**config.mk**
```make
export PLATFORM = sky130hd
export DESIGN_NAME = cla_sub16_seq_flat
export DESIGN_NICKNAME = d
export VERILOG_FILES = /design/src/rtl/cla_sub16_seq_pkg.sv /design/src/rtl/cla_sub16_seq_if.sv /design/src/rtl/cla_sub16_seq_slice.sv /design/src/rtl/cla_sub16_seq.sv /design/src/flat_wrapper.sv
export SDC_FILE = /design/constraint.sdc
export NUM_CORES = 1
export LEC_CHECK = 0
export ABC_AREA = 1
export CAP_MARGIN = 10
export CORE_MARGIN = 3
export CORE_UTILIZATION = 35
export CTS_BUF_LIST = sky130_fd_sc_hd__clkbuf_8
export CTS_CLUSTER_DIAMETER = 200
export DETAILED_ROUTE_END_ITERATION = 8
export GPL_TIMING_DRIVEN = 0
export PLACE_DENSITY = 0.65
export SLEW_MARGIN = 20
export SYNTH_ARGS = -nofsm -noshare
export SYNTH_HDL_FRONTEND = slang
export SYNTH_SLANG_ARGS = --single-unit
```
**constraint.sdc**
```tcl
create_clock -name clk -period 5.6 [get_ports clk]
set_clock_uncertainty 0.2 [all_clocks]
set_input_delay 1.12 -clock clk [delete_from_list [all_inputs] [get_ports clk]]
set_output_delay 1.12 -clock clk [all_outputs]
set_load 0.03 [all_outputs]
```
**src/rtl/cla_sub16_seq_pkg.sv**
```systemverilog
// cla_sub16_seq_pkg: shared constants and FSM state type for the sequential
// CLA subtractor (adder-result decoder).
package cla_sub16_seq_pkg;

   localparam int unsigned CLA_WIDTH = 16;
   localparam int unsigned CLA_SLICE = 4;
   localparam int unsigned ERRCNT_W  = 8;

   typedef enum logic [1:0] {
      IDLE = 2'd0,
      CALC = 2'd1,
      DONE = 2'd2
   } state_e;

endpackage

```
**src/rtl/cla_sub16_seq_if.sv**
```systemverilog
// cla_sub16_seq_if: request/result handshake bundle for cla_sub16_seq.
// Optional CLA_SUB_ERRCNT_EN adds the saturating err_count output.
interface cla_sub16_seq_if
   import cla_sub16_seq_pkg::*;
#(
   parameter int unsigned WIDTH = CLA_WIDTH
);
   logic             in_valid;
   logic             in_ready;
   logic [WIDTH-1:0] sum;
   logic             carry_out;
   logic [WIDTH-1:0] b;
   logic             carry_in;
   logic             out_valid;
   logic             out_ready;
   logic [WIDTH-1:0] a_out;
   logic             err;
`ifdef CLA_SUB_ERRCNT_EN
   logic [ERRCNT_W-1:0] err_count;
`endif

   // Requester / consumer side
   modport master (
      output in_valid, sum, carry_out, b, carry_in, out_ready,
      input  in_ready, out_valid, a_out, err
`ifdef CLA_SUB_ERRCNT_EN
      , input err_count
`endif
   );

   // Decoder side
   modport slave (
      input  in_valid, sum, carry_out, b, carry_in, out_ready,
      output in_ready, out_valid, a_out, err
`ifdef CLA_SUB_ERRCNT_EN
      , output err_count
`endif
   );

endinterface

```
**src/rtl/cla_sub16_seq_slice.sv**
```systemverilog
// cla_sub_slice: combinational SLICE-bit lookahead computing x + ~b + cin.
// Each carry is formed as a sum of generate terms gated by the downstream
// propagates, not as a ripple chain.
module cla_sub_slice #(
   parameter int unsigned SLICE = 4
) (
   input  logic [SLICE-1:0] x_i,
   input  logic [SLICE-1:0] b_i,
   input  logic             cin_i,
   output logic [SLICE-1:0] r_o,
   output logic             cout_o
);
   logic [SLICE-1:0] g;
   logic [SLICE-1:0] p;
   logic [SLICE:0]   c;

   assign g = x_i & ~b_i;
   assign p = x_i ^ ~b_i;

   // Lookahead carries: c[i+1] = OR_j (g[j] & p[j+1..i]) | (cin & p[0..i])
   always_comb begin
      logic cc;
      logic pp;
      c    = '0;
      c[0] = cin_i;
      for (int unsigned i = 0; i < SLICE; i++) begin
         cc = 1'b0;
         for (int unsigned j = 0; j <= i; j++) begin
            pp = 1'b1;
            for (int unsigned m = j + 1; m <= i; m++) pp = pp & p[m];
            cc = cc | (g[j] & pp);
         end
         pp = 1'b1;
         for (int unsigned m = 0; m <= i; m++) pp = pp & p[m];
         c[i+1] = cc | (cin_i & pp);
      end
   end

   assign r_o    = p ^ c[SLICE-1:0];
   assign cout_o = c[SLICE];

endmodule

```
**src/rtl/cla_sub16_seq.sv**
```systemverilog
// cla_sub16_seq: recovers a = {carry_out,sum} - b - carry_in one slice per
// cycle using a single time-multiplexed cla_sub_slice. err flags results
// outside 0..2^WIDTH-1. Define CLA_SUB_ERRCNT_EN for the err_count output.
module cla_sub16_seq
   import cla_sub16_seq_pkg::*;
#(
   parameter int unsigned WIDTH = CLA_WIDTH,
   parameter int unsigned SLICE = CLA_SLICE
) (
   input logic           clk,
   input logic           rst_n,
   cla_sub16_seq_if.slave bus
);
   localparam int unsigned NSLICE = WIDTH / SLICE;
   localparam int unsigned KW     = (NSLICE > 1) ? $clog2(NSLICE) : 1;

   state_e           state_q, state_d;
   logic [WIDTH-1:0] x_q, x_d;
   logic [WIDTH-1:0] b_q, b_d;
   logic [WIDTH-1:0] a_q, a_d;
   logic             co_q, co_d;
   logic             c_q, c_d;
   logic             err_q, err_d;
   logic [KW-1:0]    k_q, k_d;
   logic             in_ready_c, out_valid_c;

   logic [SLICE-1:0] x_sl, b_sl, r_sl;
   logic             cout_sl;

   assign x_sl = x_q[k_q*SLICE +: SLICE];
   assign b_sl = b_q[k_q*SLICE +: SLICE];

   cla_sub_slice #(.SLICE(SLICE)) u_slice (
      .x_i   (x_sl),
      .b_i   (b_sl),
      .cin_i (c_q),
      .r_o   (r_sl),
      .cout_o(cout_sl)
   );

   // Next-state, datapath updates and handshake outputs
   always_comb begin
      state_d     = state_q;
      x_d         = x_q;
      b_d         = b_q;
      a_d         = a_q;
      co_d        = co_q;
      c_d         = c_q;
      err_d       = err_q;
      k_d         = k_q;
      in_ready_c  = 1'b0;
      out_valid_c = 1'b0;
      case (state_q)
         IDLE: begin
            in_ready_c = 1'b1;
            if (bus.in_valid) begin
               x_d     = bus.sum;
               co_d    = bus.carry_out;
               b_d     = bus.b;
               c_d     = ~bus.carry_in;
               k_d     = '0;
               state_d = CALC;
            end
         end
         CALC: begin
            a_d[k_q*SLICE +: SLICE] = r_sl;
            c_d = cout_sl;
            k_d = k_q + 1'b1;
            if (k_q == KW'(NSLICE - 1)) begin
               // Top bit: carry_out + ~0 + final carry; bit WIDTH of the sum
               err_d   = ~(co_q ^ cout_sl);
               state_d = DONE;
            end
         end
         DONE: begin
            out_valid_c = 1'b1;
            if (bus.out_ready) state_d = IDLE;
         end
         default: state_d = IDLE;
      endcase
   end

   // FSM state register
   always_ff @(posedge clk or negedge rst_n) begin
      if (!rst_n) state_q <= IDLE;
      else        state_q <= state_d;
   end

   // Operand, borrow-chain and result registers
   always_ff @(posedge clk or negedge rst_n) begin
      if (!rst_n) begin
         x_q   <= '0;
         b_q   <= '0;
         a_q   <= '0;
         co_q  <= 1'b0;
         c_q   <= 1'b0;
         err_q <= 1'b0;
         k_q   <= '0;
      end else begin
         x_q   <= x_d;
         b_q   <= b_d;
         a_q   <= a_d;
         co_q  <= co_d;
         c_q   <= c_d;
         err_q <= err_d;
         k_q   <= k_d;
      end
   end

   assign bus.in_ready  = in_ready_c;
   assign bus.out_valid = out_valid_c;
   assign bus.a_out     = a_q;
   assign bus.err       = err_q;

`ifdef CLA_SUB_ERRCNT_EN
   logic [ERRCNT_W-1:0] cnt_q, cnt_d;

   // Count erroneous results as they are handed off, saturating at all-ones
   always_comb begin
      cnt_d = cnt_q;
      if (state_q == DONE && bus.out_ready && err_q && cnt_q != '1)
         cnt_d = cnt_q + 1'b1;
   end

   // Error counter register
   always_ff @(posedge clk or negedge rst_n) begin
      if (!rst_n) cnt_q <= '0;
      else        cnt_q <= cnt_d;
   end

   assign bus.err_count = cnt_q;
`endif

endmodule
```
**src/flat_wrapper.sv**
```systemverilog
// flat-port wrapper written by rule: the top's interface ports become plain ports
module cla_sub16_seq_flat import cla_sub16_seq_pkg::*;
#(
   parameter int unsigned WIDTH = CLA_WIDTH,
   parameter int unsigned SLICE = CLA_SLICE
)
  (clk, rst_n, bus_in_valid, bus_sum, bus_carry_out, bus_b, bus_carry_in, bus_out_ready, bus_in_ready, bus_out_valid, bus_a_out, bus_err);
  cla_sub16_seq_if #(.WIDTH(WIDTH)) bus_i ();
  input logic clk;
  input logic rst_n;
  input wire logic [$bits(bus_i.in_valid)-1:0] bus_in_valid;
  input wire logic [$bits(bus_i.sum)-1:0] bus_sum;
  input wire logic [$bits(bus_i.carry_out)-1:0] bus_carry_out;
  input wire logic [$bits(bus_i.b)-1:0] bus_b;
  input wire logic [$bits(bus_i.carry_in)-1:0] bus_carry_in;
  input wire logic [$bits(bus_i.out_ready)-1:0] bus_out_ready;
  output wire logic [$bits(bus_i.in_ready)-1:0] bus_in_ready;
  output wire logic [$bits(bus_i.out_valid)-1:0] bus_out_valid;
  output wire logic [$bits(bus_i.a_out)-1:0] bus_a_out;
  output wire logic [$bits(bus_i.err)-1:0] bus_err;
  assign bus_i.in_valid = bus_in_valid;
  assign bus_i.sum = bus_sum;
  assign bus_i.carry_out = bus_carry_out;
  assign bus_i.b = bus_b;
  assign bus_i.carry_in = bus_carry_in;
  assign bus_i.out_ready = bus_out_ready;
  assign bus_in_ready = bus_i.in_ready;
  assign bus_out_valid = bus_i.out_valid;
  assign bus_a_out = bus_i.a_out;
  assign bus_err = bus_i.err;
  cla_sub16_seq #(.WIDTH(WIDTH), .SLICE(SLICE)) u_core (.clk(clk), .rst_n(rst_n), .bus(bus_i));
endmodule
```
==> run_results.csv <==
group,metric,value,unit
status,status,"finished, final reports clean",
synthesis,synth-edff-count,0,
critical_path,path_cells,"nor2_2, clkdlybuf4s50_1",
finish,final_nets,442,
critical_path,crit_fanout,4,
finish,regArea,0.00138,mm^2
floorplan,initial_core_util,36.8,%
flow_run,drv_cap,0,
sta,period_needed,2.91,ns
clock_network,htree_num_levels,2,
grt,grt_pass1_vias,2144,
sta,worstMarginPinSlew,0.681,ns
synthesis,synth.distinct_cells,27,
clock_network,cts_tree,"built",
grt,grt_max_degree,56,
sta,setup_tns,0,ns
placed_design,gp_congestion,0.803,
critical_path,start_kind,"flip-flop",
finish,drive_gt1_share,9.14,%
routing,drt_iter0_drc,130,
sta,post-route-period-util,52.0,%
critical_path,crit_path_start,"u_core.state_q[0]",
hold_path,hold_start,"u_core.x_q[10]",
sta,rsz0062_at_grt,"no",
floorplan,core-area,0.00737,mm^2
clock_network,cts_made_buffers,5,
routing,wl,6.16,mm
floorplan,die_x,94.1,um
clock_network,post_cts_buffers,0,
synthesis,synth_top_area_cell,"dfrtp_1",
finish,multi_input_area,0.00118,mm^2
finish,fillers,748,
synthesis,synth_area,0.00271,mm^2
placed_design,port_buffers,56,
routing,drt_pre_antenna_iters,4,
floorplan,dieArea,0.00885,mm^2
power,powerDensity,640,mW/mm^2
grt,grt_pass1_wl,10.1,mm
clock_network,clock_tree.buffer_depth,2,
synthesis,ys_ff_latch,55,
clock_network,cts_resized,0,
synthesis,synth_nets,379,
hold_path,hold_class,"flip-flop to flip-flop",
sta,hold_viol,0,
routing,drcViolationCount,0,
sta,setup_viol,0,
power,p_sw,1.09,mW
clock_network,clkTransAtPathRegs,0.09,ns
critical_path,slowest_stage,"clkdlybuf4s50_1",
synthesis,synth.avg_cell_area,8.22,um^2
synthesis,synthTopCellsByCount,"nand2_1, dfrtp_1, o21ai_0",
routing,antenna_left,0,
power,sw_frac_of_total,48.7,%
sta,fmaxAchievable,343,MHz
sta,slew_headroom,54.6,%
floorplan,ios,57,
synthesis,synth_cells,330,
synthesis,async_flop_share,100,%
synthesis,ys_warn_count,0,
synthesis,yosysMostFrequentCell,"nand2_1",
routing,vias,2298,
grt,grt-ovfl-total,0,
critical_path,crit_type,"flip-flop to output port",
power,power_frac_seq,30.4,%
clock_network,cts_hold_buf,0,
synthesis,ys_seq_area_share,50.7,%
finish,antenna_cells,0,
synthesis,synth-main-ff-cell,"dfrtp_1",
sta,fin_ws,2.69,ns
floorplan,row_count,31,
critical_path,cp-end-kind,"output port",
clock_network,clock_tree.root_cell,"clkbuf_8",
sta,slew_violations,0,
grt,track_usage,14.6,%
finish,area_growth,28.4,%
power,p_int,1.14,mW
placed_design,hpwlAfterDp,4.66,mm
power,comb_power_share,59.7,%
power,power.share.clock,9.9,%
routing,post_drt_wl_per_cell,12.5,um
grt,grt_antenna_before_repair,0,
routing,vias_per_cell,4.66,
critical_path,worstPathArrival,1.59,ns
power,p_leak,1.69,nW
synthesis,synthDominantCellAreaShare,50.7,%
clock_network,clkSinkCount,55,
power,ir_drop,0.000286,V
critical_path,cp_data_required_time,4.28,ns
synthesis,synth.area.top_cells,"dfrtp_1, nand2_1, ha_1, o21ai_0, inv_1",
critical_path,max_stage_delay,0.68,ns
placed_design,pre_cts_ws,2.82,ns
critical_path,r2r_start,"u_core.k_q[0]",
clock_network,clk_latency,0.32,ns
floorplan,fp.dieH,94.1,um
power groups by stage:
stage	registers [mW]	logic [mW]	clock network [mW]
2_1_floorplan	0.732	0.886	0
3_3_place_gp	0.680	1.30	0
3_5_place_dp	0.683	1.33	0
4_1_cts	0.677	1.33	0.226
5_1_grt	0.697	1.48	0.246
6_report	0.679	1.33	0.220
worst paths after layout:
check	end	slack, ns	cells past startpoint
max	bus_in_ready	2.69	2
min reg2reg	u_core.x_q[10]	0.28	2
min	u_core.x_q[10]	0.28	2
min in group asynchronous	u_core.b_q[8]	0.63	1
max in group asynchronous	u_core.co_q	4.11	1
max reg2reg	u_core.bus.a_out[7]	2.81	13
final cells by class:
type / count / share of cell area, %
multi-input combinational: 239 / 33.8
sequential: 55 / 39.5
clock inverter: 3 / 0.575
tap: 99 / 3.55
timing repair buffer: 56 / 16.0
buffer: 12 / 2.01
inverter: 24 / 2.59
clock buffer: 5 / 1.97
placed cells by master (no fill, tap or decap), types with 5 or more instances in the layout:
cell type and count:
o21ai_0 24, nor2_1 15, nand2_2 5, ha_1 10
nand3_1 12, inv_1 21, nand2_1 135, a21oi_1 6
clkbuf_8 5, buf_2 8, dfrtp_1 55, clkdlybuf4s50_1 55
through the flow:
stage,utilization (%),total power [mW],hold WS [ns],cell area (um^2),cells
floorplan,-,1.62,0.244,2710,330
CTS,47.3,2.24,0.287,3480,493
finish,47.3,2.23,0.282,3480,493
global placement,46.1,1.98,0.262,3400,485
detailed placement,46.1,2.01,0.262,3400,485
global route,47.3,2.43,0.313,3480,493
sequential cells by signal (all words and copies together) (netlist names):
| register | cells |
|---|---|
| u_core.b_q | 16 |
| u_core.bus.a_out | 16 |
| u_core.bus.err | 1 |
| u_core.c_q | 1 |
| u_core.co_q | 1 |
| u_core.k_q | 2 |
| u_core.state_q | 2 |
| u_core.x_q | 16 |
cell families (layout without fill, tap and decap cells):
logic type / count (synthesis) / in the layout / synth area share, %
simple gates: 179 / 179 / 27.4
flops: 55 / 55 / 50.7
compound gates: 47 / 47 / 9.96
buf+inv: 36 / 100 / 5.90
fa+ha+maj: 11 / 11 / 5.35
xor+xnor: 2 / 2 / 0.646
critical path, delay by kind of cell (launching register included):
family | cells | cell delay, ns
buffers and inverters | 1 | 0.68
and+or+nand+nor | 1 | 0.16
DFF | 1 | 0.44
routing by layer:
metal	vias to the layer above	global-route usage [%]	wire length (um)
li1	1182	-	-
met1	1056	20.0	2950
met2	54	22.8	2780
met3	6	4.01	363
met4	0	3.85	64
met5	-	0	0
Note: power is estimated with default switching activity, not from simulation.
